### src/rtl/ram_dp_hex.sv
// Simple dual-port RAM: registered read, hardware clear sequencer, per-nibble 7-seg readout.
// Define RAM_WR_BYPASS_EN for write-first same-address behaviour (default read-first).

module ram_dp_hex_seg (
  input  logic [3:0] nib,
  output logic [6:0] seg
);
  always_comb begin
    seg = 7'h7f;
    case (nib)
      4'h0: seg = 7'h40;
      4'h1: seg = 7'h79;
      4'h2: seg = 7'h24;
      4'h3: seg = 7'h30;
      4'h4: seg = 7'h19;
      4'h5: seg = 7'h12;
      4'h6: seg = 7'h02;
      4'h7: seg = 7'h78;
      4'h8: seg = 7'h00;
      4'h9: seg = 7'h10;
      4'ha: seg = 7'h08;
      4'hb: seg = 7'h03;
      4'hc: seg = 7'h46;
      4'hd: seg = 7'h21;
      4'he: seg = 7'h06;
      4'hf: seg = 7'h0e;
      default: seg = 7'h7f;
    endcase
  end
endmodule

module ram_dp_hex #(
  parameter int DW   = 8,
  parameter int AW   = 4,
  parameter int NHEX = 2
) (
  input  logic              clk,
  input  logic              rst,
  input  logic              we,
  input  logic [AW-1:0]     inaddr,
  input  logic [AW-1:0]     outaddr,
  input  logic [DW-1:0]     din,
  input  logic              clr,
  output logic [DW-1:0]     dout,
  output logic              busy,
  output logic [7*NHEX-1:0] HEX
);
  localparam int PW = (DW > 4*NHEX) ? DW : 4*NHEX;

  typedef enum logic {CLEAR, RUN} state_t;

  state_t        state_q, state_d;
  logic [AW-1:0] ptr_q, ptr_d;
  logic [DW-1:0] dout_q, dout_d;
  logic [DW-1:0] mem_q [2**AW];
  logic          mem_we;
  logic [AW-1:0] mem_waddr;
  logic [DW-1:0] mem_wdata;
  logic [PW-1:0] dout_pad;

  always_comb begin
    state_d   = state_q;
    ptr_d     = ptr_q;
    dout_d    = dout_q;
    mem_we    = 1'b0;
    mem_waddr = inaddr;
    mem_wdata = din;
    case (state_q)
      CLEAR: begin
        mem_we    = 1'b1;
        mem_waddr = ptr_q;
        mem_wdata = '0;
        ptr_d     = ptr_q + AW'(1);
        dout_d    = '0;
        if (ptr_q == '1) state_d = RUN;
      end
      RUN: begin
        dout_d = mem_q[outaddr];
        if (clr) begin
          // a write in the clr cycle is dropped; the sweep starts next edge
          state_d = CLEAR;
          ptr_d   = '0;
        end else if (we) begin
          mem_we = 1'b1;
`ifdef RAM_WR_BYPASS_EN
          if (inaddr == outaddr) dout_d = din;
`endif
        end
      end
      default: state_d = CLEAR;
    endcase
  end

  always_ff @(posedge clk or posedge rst) begin
    if (rst) begin
      state_q <= CLEAR;
      ptr_q   <= '0;
      dout_q  <= '0;
    end else begin
      state_q <= state_d;
      ptr_q   <= ptr_d;
      dout_q  <= dout_d;
    end
  end

  // array has no reset; the clear sweep after reset zeros it
  always_ff @(posedge clk) begin
    if (mem_we) mem_q[mem_waddr] <= mem_wdata;
  end

  assign dout = dout_q;
  assign busy = (state_q == CLEAR);

  always_comb begin
    dout_pad         = '0;
    dout_pad[DW-1:0] = dout_q;
  end

  for (genvar i = 0; i < NHEX; i++) begin : g_dig
    ram_dp_hex_seg u_seg (
      .nib(dout_pad[4*i +: 4]),
      .seg(HEX[7*i +: 7])
    );
  end
endmodule
### config.mk
export PLATFORM = sky130hd
export DESIGN_NAME = ram_dp_hex
export DESIGN_NICKNAME = d
export VERILOG_FILES = /design/src/rtl/ram_dp_hex.sv
export SDC_FILE = /design/constraint.sdc
export NUM_CORES = 1
export LEC_CHECK = 0
export ABC_AREA = 1
export CORE_UTILIZATION = 40
export CTS_CLUSTER_DIAMETER = 150
export DETAILED_ROUTE_END_ITERATION = 16
export GPL_TIMING_DRIVEN = 0
export HOLD_SLACK_MARGIN = 0.12
export PLACE_DENSITY = 0.62
export SETUP_SLACK_MARGIN = 0.5
export SKIP_LAST_GASP = 1
export SYNTH_ARGS = -nofsm -noshare
export SYNTH_HDL_FRONTEND = slang
export SYNTH_SLANG_ARGS = --single-unit
### constraint.sdc
create_clock -name clk -period 5.5 [get_ports clk]
set_clock_uncertainty 0.1 [all_clocks]
set_input_delay 0.825 -clock clk [delete_from_list [all_inputs] [get_ports clk]]
set_output_delay 0.825 -clock clk [all_outputs]
set_load 0.05 [all_outputs]
==> impl_table.tex <==
\begin{tabular}{lr}
\hline
Metric & Value \\
\hline
\multicolumn{2}{l}{\textbf{Run status}} \\
Outcome & completed \\
\multicolumn{2}{l}{\textbf{Detailed routing}} \\
Detailed Route Iter0 Violations & 365 \\
Total via count in the routed design & 4707 \\
DRC violations left & 0 \\
Number of optimization iterations in the first detailed-route pass & 5 \\
Final ANT Viol Nets & 0 \\
Overall routed net length & 15.66 mm \\
Ratio of routed vias to standard cells & 4.934 \\
Wire length per cell & 16.42 µm \\
\multicolumn{2}{l}{\textbf{Logic synthesis}} \\
Cell count after synthesis & 667 \\
Number of synthesis warnings & 0 \\
Number of distinct library cells after synthesis & 25 \\
Number of enable-type register cells in the synthesized netlist & 128 \\
Cell type contributing the most total cell area after synthesis & edfxtp\_1 \\
Proportion of synthesized chip area in sequential cells & 0.6372 \\
Post-synthesis sequential element count & 141 \\
Netlist area before placement & 0.006543 mm² \\
Average size of a mapped cell & 9.809 µm² \\
Main synth FF type & edfxtp\_1 \\
Most instantiated library cell after synthesis & nand2\_1 \\
Biggest area contributors in the synthesized netlist & edfxtp\_1, nand2\_1, nand3\_1, inv\_1, dfrtp\_1 \\
Area share of the leading cell type in the synthesized netlist & 0.5875 \\
Share of synthesized registers carrying an async set or reset & 0.09220 \\
Net count of the mapped netlist & 702 \\
Leading post-synthesis cells by instance count & nand2\_1, edfxtp\_1, inv\_1 \\
\multicolumn{2}{l}{\textbf{Floorplanning}} \\
Row Count & 46 \\
Effective utilization at floorplan & 0.4104 \\
DIE AREA & 0.01687 mm² \\
Count of boundary I/O pins & 43 \\
Width of the die & 129.9 µm \\
Core ar. & 0.01594 mm² \\
Vertical die dimension & 129.9 µm \\
\multicolumn{2}{l}{\textbf{Pwr}} \\
VDD IR-drop max & 0.0002432 V \\
Power density normalized to cell area & 507.2 mW/mm² \\
Leakage & 0.003380 µW \\
Tot Pwr & 3956 µW \\
\multicolumn{2}{l}{\textbf{Critical path}} \\
Type of destination of the critical path & output pin \\
Worst Path Arrival & 2500 ps \\
Highest net fanout along the worst path & 7 \\
Worst EP required & 4580 ps \\
Critical path launch point type & flop \\
Type of the worst setup path & reg2out \\
\multicolumn{2}{l}{\textbf{Timing}} \\
Part of the cycle the worst path needs & 0.6227 \\
Actual transition at the worst max-transition pin & 897.8 ps \\
Setup repair after global routing missed its margin & false \\
Hold Vio Cnt, Final & 0 \\
Sum Neg Setup Slack & 0 ps \\
Fmax & 0.2920 GHz \\
Relative max-transition margin & 0.3993 \\
Final count of pins violating max slew & 0 \\
Time the final worst path needs with I/O delays and setup & 3425 ps \\
Final-report setup violation count & 0 \\
\multicolumn{2}{l}{\textbf{Clocking}} \\
Clk slew on worst S/H paths & 60 ps \\
Post-cts repair resize count & 0 \\
Total clock buffers created by CTS & 17 \\
Quantity of hold-fixing buffers added after cts & 0 \\
Number of clock sinks & 141 \\
Cell chosen for the clock root & clkbuf\_16 \\
Latest clock arrival within the worst-skew pair & 420 ps \\
Clock tree from TritonCTS & done \\
Buffer count from post-CTS setup fixing & 0 \\
Number of buffers on the longest clock path & 2 \\
H-tree levels & 4 \\
\multicolumn{2}{l}{\textbf{Cells and area}} \\
Area taken by multi-input logic gates & 0.001836 mm² \\
Antenna diode instance count & 0 \\
Final Non-Filler Cells & 954 \\
Fraction of final layout cells sized beyond drive strength 1 & 0.07995 \\
Final core occ & 0.4892 \\
Number of filler cells placed in the layout & 1467 \\
Storage element area & 0.004169 mm² \\
Area overhead of the layout relative to synthesis & 19.22\% \\
Number of nets in the finished design & 760 \\
\multicolumn{2}{l}{\textbf{GRT}} \\
Via count of the first global-routing pass & 4681 \\
Global-route usage over all layers & 0.2024 \\
Pin count of the biggest net entering global routing & 17 \\
First-pass GRT wire length & 24.38 mm \\
Initial antenna violation count & 0 \\
Remaining global-route overflow & 0 \\
\multicolumn{2}{l}{\textbf{Place}} \\
Global placer's final weighted congestion & 0.8552 \\
Post-DP HPWL & 10.76 mm \\
Post-Place Cells & 922 \\
Number of port buffers & 39 \\
\multicolumn{2}{l}{\textbf{Min path}} \\
Class of the tightest hold or removal check & reg2reg \\
\multicolumn{2}{l}{\textbf{Run}} \\
Max cap viols & 0 \\
\hline
\end{tabular}
==> path summary, 6_finish.rpt <==
kind / from / end / slack [ps] / depth (start not counted)
worst max-delay path: dout[5] / HEX[10] / 2080 / 5
worst min-delay path: ptr_q[0] / ptr_q[0] / 480 / 2
worst max register to register: state_q / mem_q[7][3] / 3040 / 5
worst min register to register: ptr_q[0] / ptr_q[0] / 480 / 2
max in group asynchronous: rst / dout[5] / 4340 / 2
min in group asynchronous: rst / ptr_q[2] / 630 / 2
==> per-layer routing <==
layer	global-route usage	routed length, µm
met1	0.2397	6406
met2	0.3476	7781
met3	0.04674	1077
met4	0.09918	396
met5	0	0
==> power breakdown <==
part / total [µW] / leakage [µW] / internal, µW / switching, µW
Combinational: 1170 / 0.00173 / 302 / 871
Clock: 1150 / 0.000278 / 710 / 435
Sequential: 1640 / 0.00137 / 1560 / 80.2
==> cell usage in the layout, fill, tap and decap left out, drive strengths merged, types with 2 or more instances in the layout <==
cell | Yosys | routed
nand2 | 230 | 230
edfxtp | 128 | 128
inv | 95 | 97
nand3 | 90 | 90
clkdlybuf4s50 | 0 | 39
buf | 26 | 26
nor2 | 21 | 21
clkbuf | 4 | 21
o21ai | 19 | 19
ha | 15 | 15
a21oi | 13 | 13
dfrtp | 13 | 13
clkinv | 0 | 6
clkinvlp | 0 | 4
bufinv | 0 | 3
o211ai | 2 | 2
o21a | 2 | 2
nand3b | 2 | 2
==> logic make-up after synthesis <==
family	Yosys count	share of synthesized area
compound gates	40	0.03328
fa+ha+maj	15	0.02869
buf+inv	125	0.08223
flops	141	0.6372
mux	1	0.001530
simple gates	345	0.2171
==> flip-flops by register name, summed over array words and instances, names as in the netlist <==
name	cells
dout	8
mem_q	128
ptr_q	4
state_q	1
==> cell type report <==
| cell class | instances | share of cell area |
|---|---|---|
| clock inverters | 15 | 0.02198 |
| repair buffers | 39 | 0.05005 |
| inverters | 95 | 0.04572 |
| flip-flops and latches | 141 | 0.5345 |
| multi-input cells | 401 | 0.2353 |
| plain buffers | 30 | 0.02326 |
| well taps | 216 | 0.03465 |
| clock buffers | 17 | 0.05454 |
==> critical path: stages, from the launching register on <==
cell and delay, ps:
dfrtp_1 470, inv_1 140, ha_1 300, o21ai_0 220
a21o_1 150, clkdlybuf4s50_1 800
==> through the flow <==
stage / area [µm²] / worst slack (ps) / hold slack, ps
after floorplan: 6543 / 2227 / 420.5
after global placement: 7203 / 2293 / 462.8
after detailed placement: 7203 / 2204 / 479.2
after CTS: 7800 / 2060 / 489.1
after global routing: 7800 / 1938 / 523.8
final: 7800 / 2075 / 484.6
Note: power is estimated with default switching activity, not from simulation.
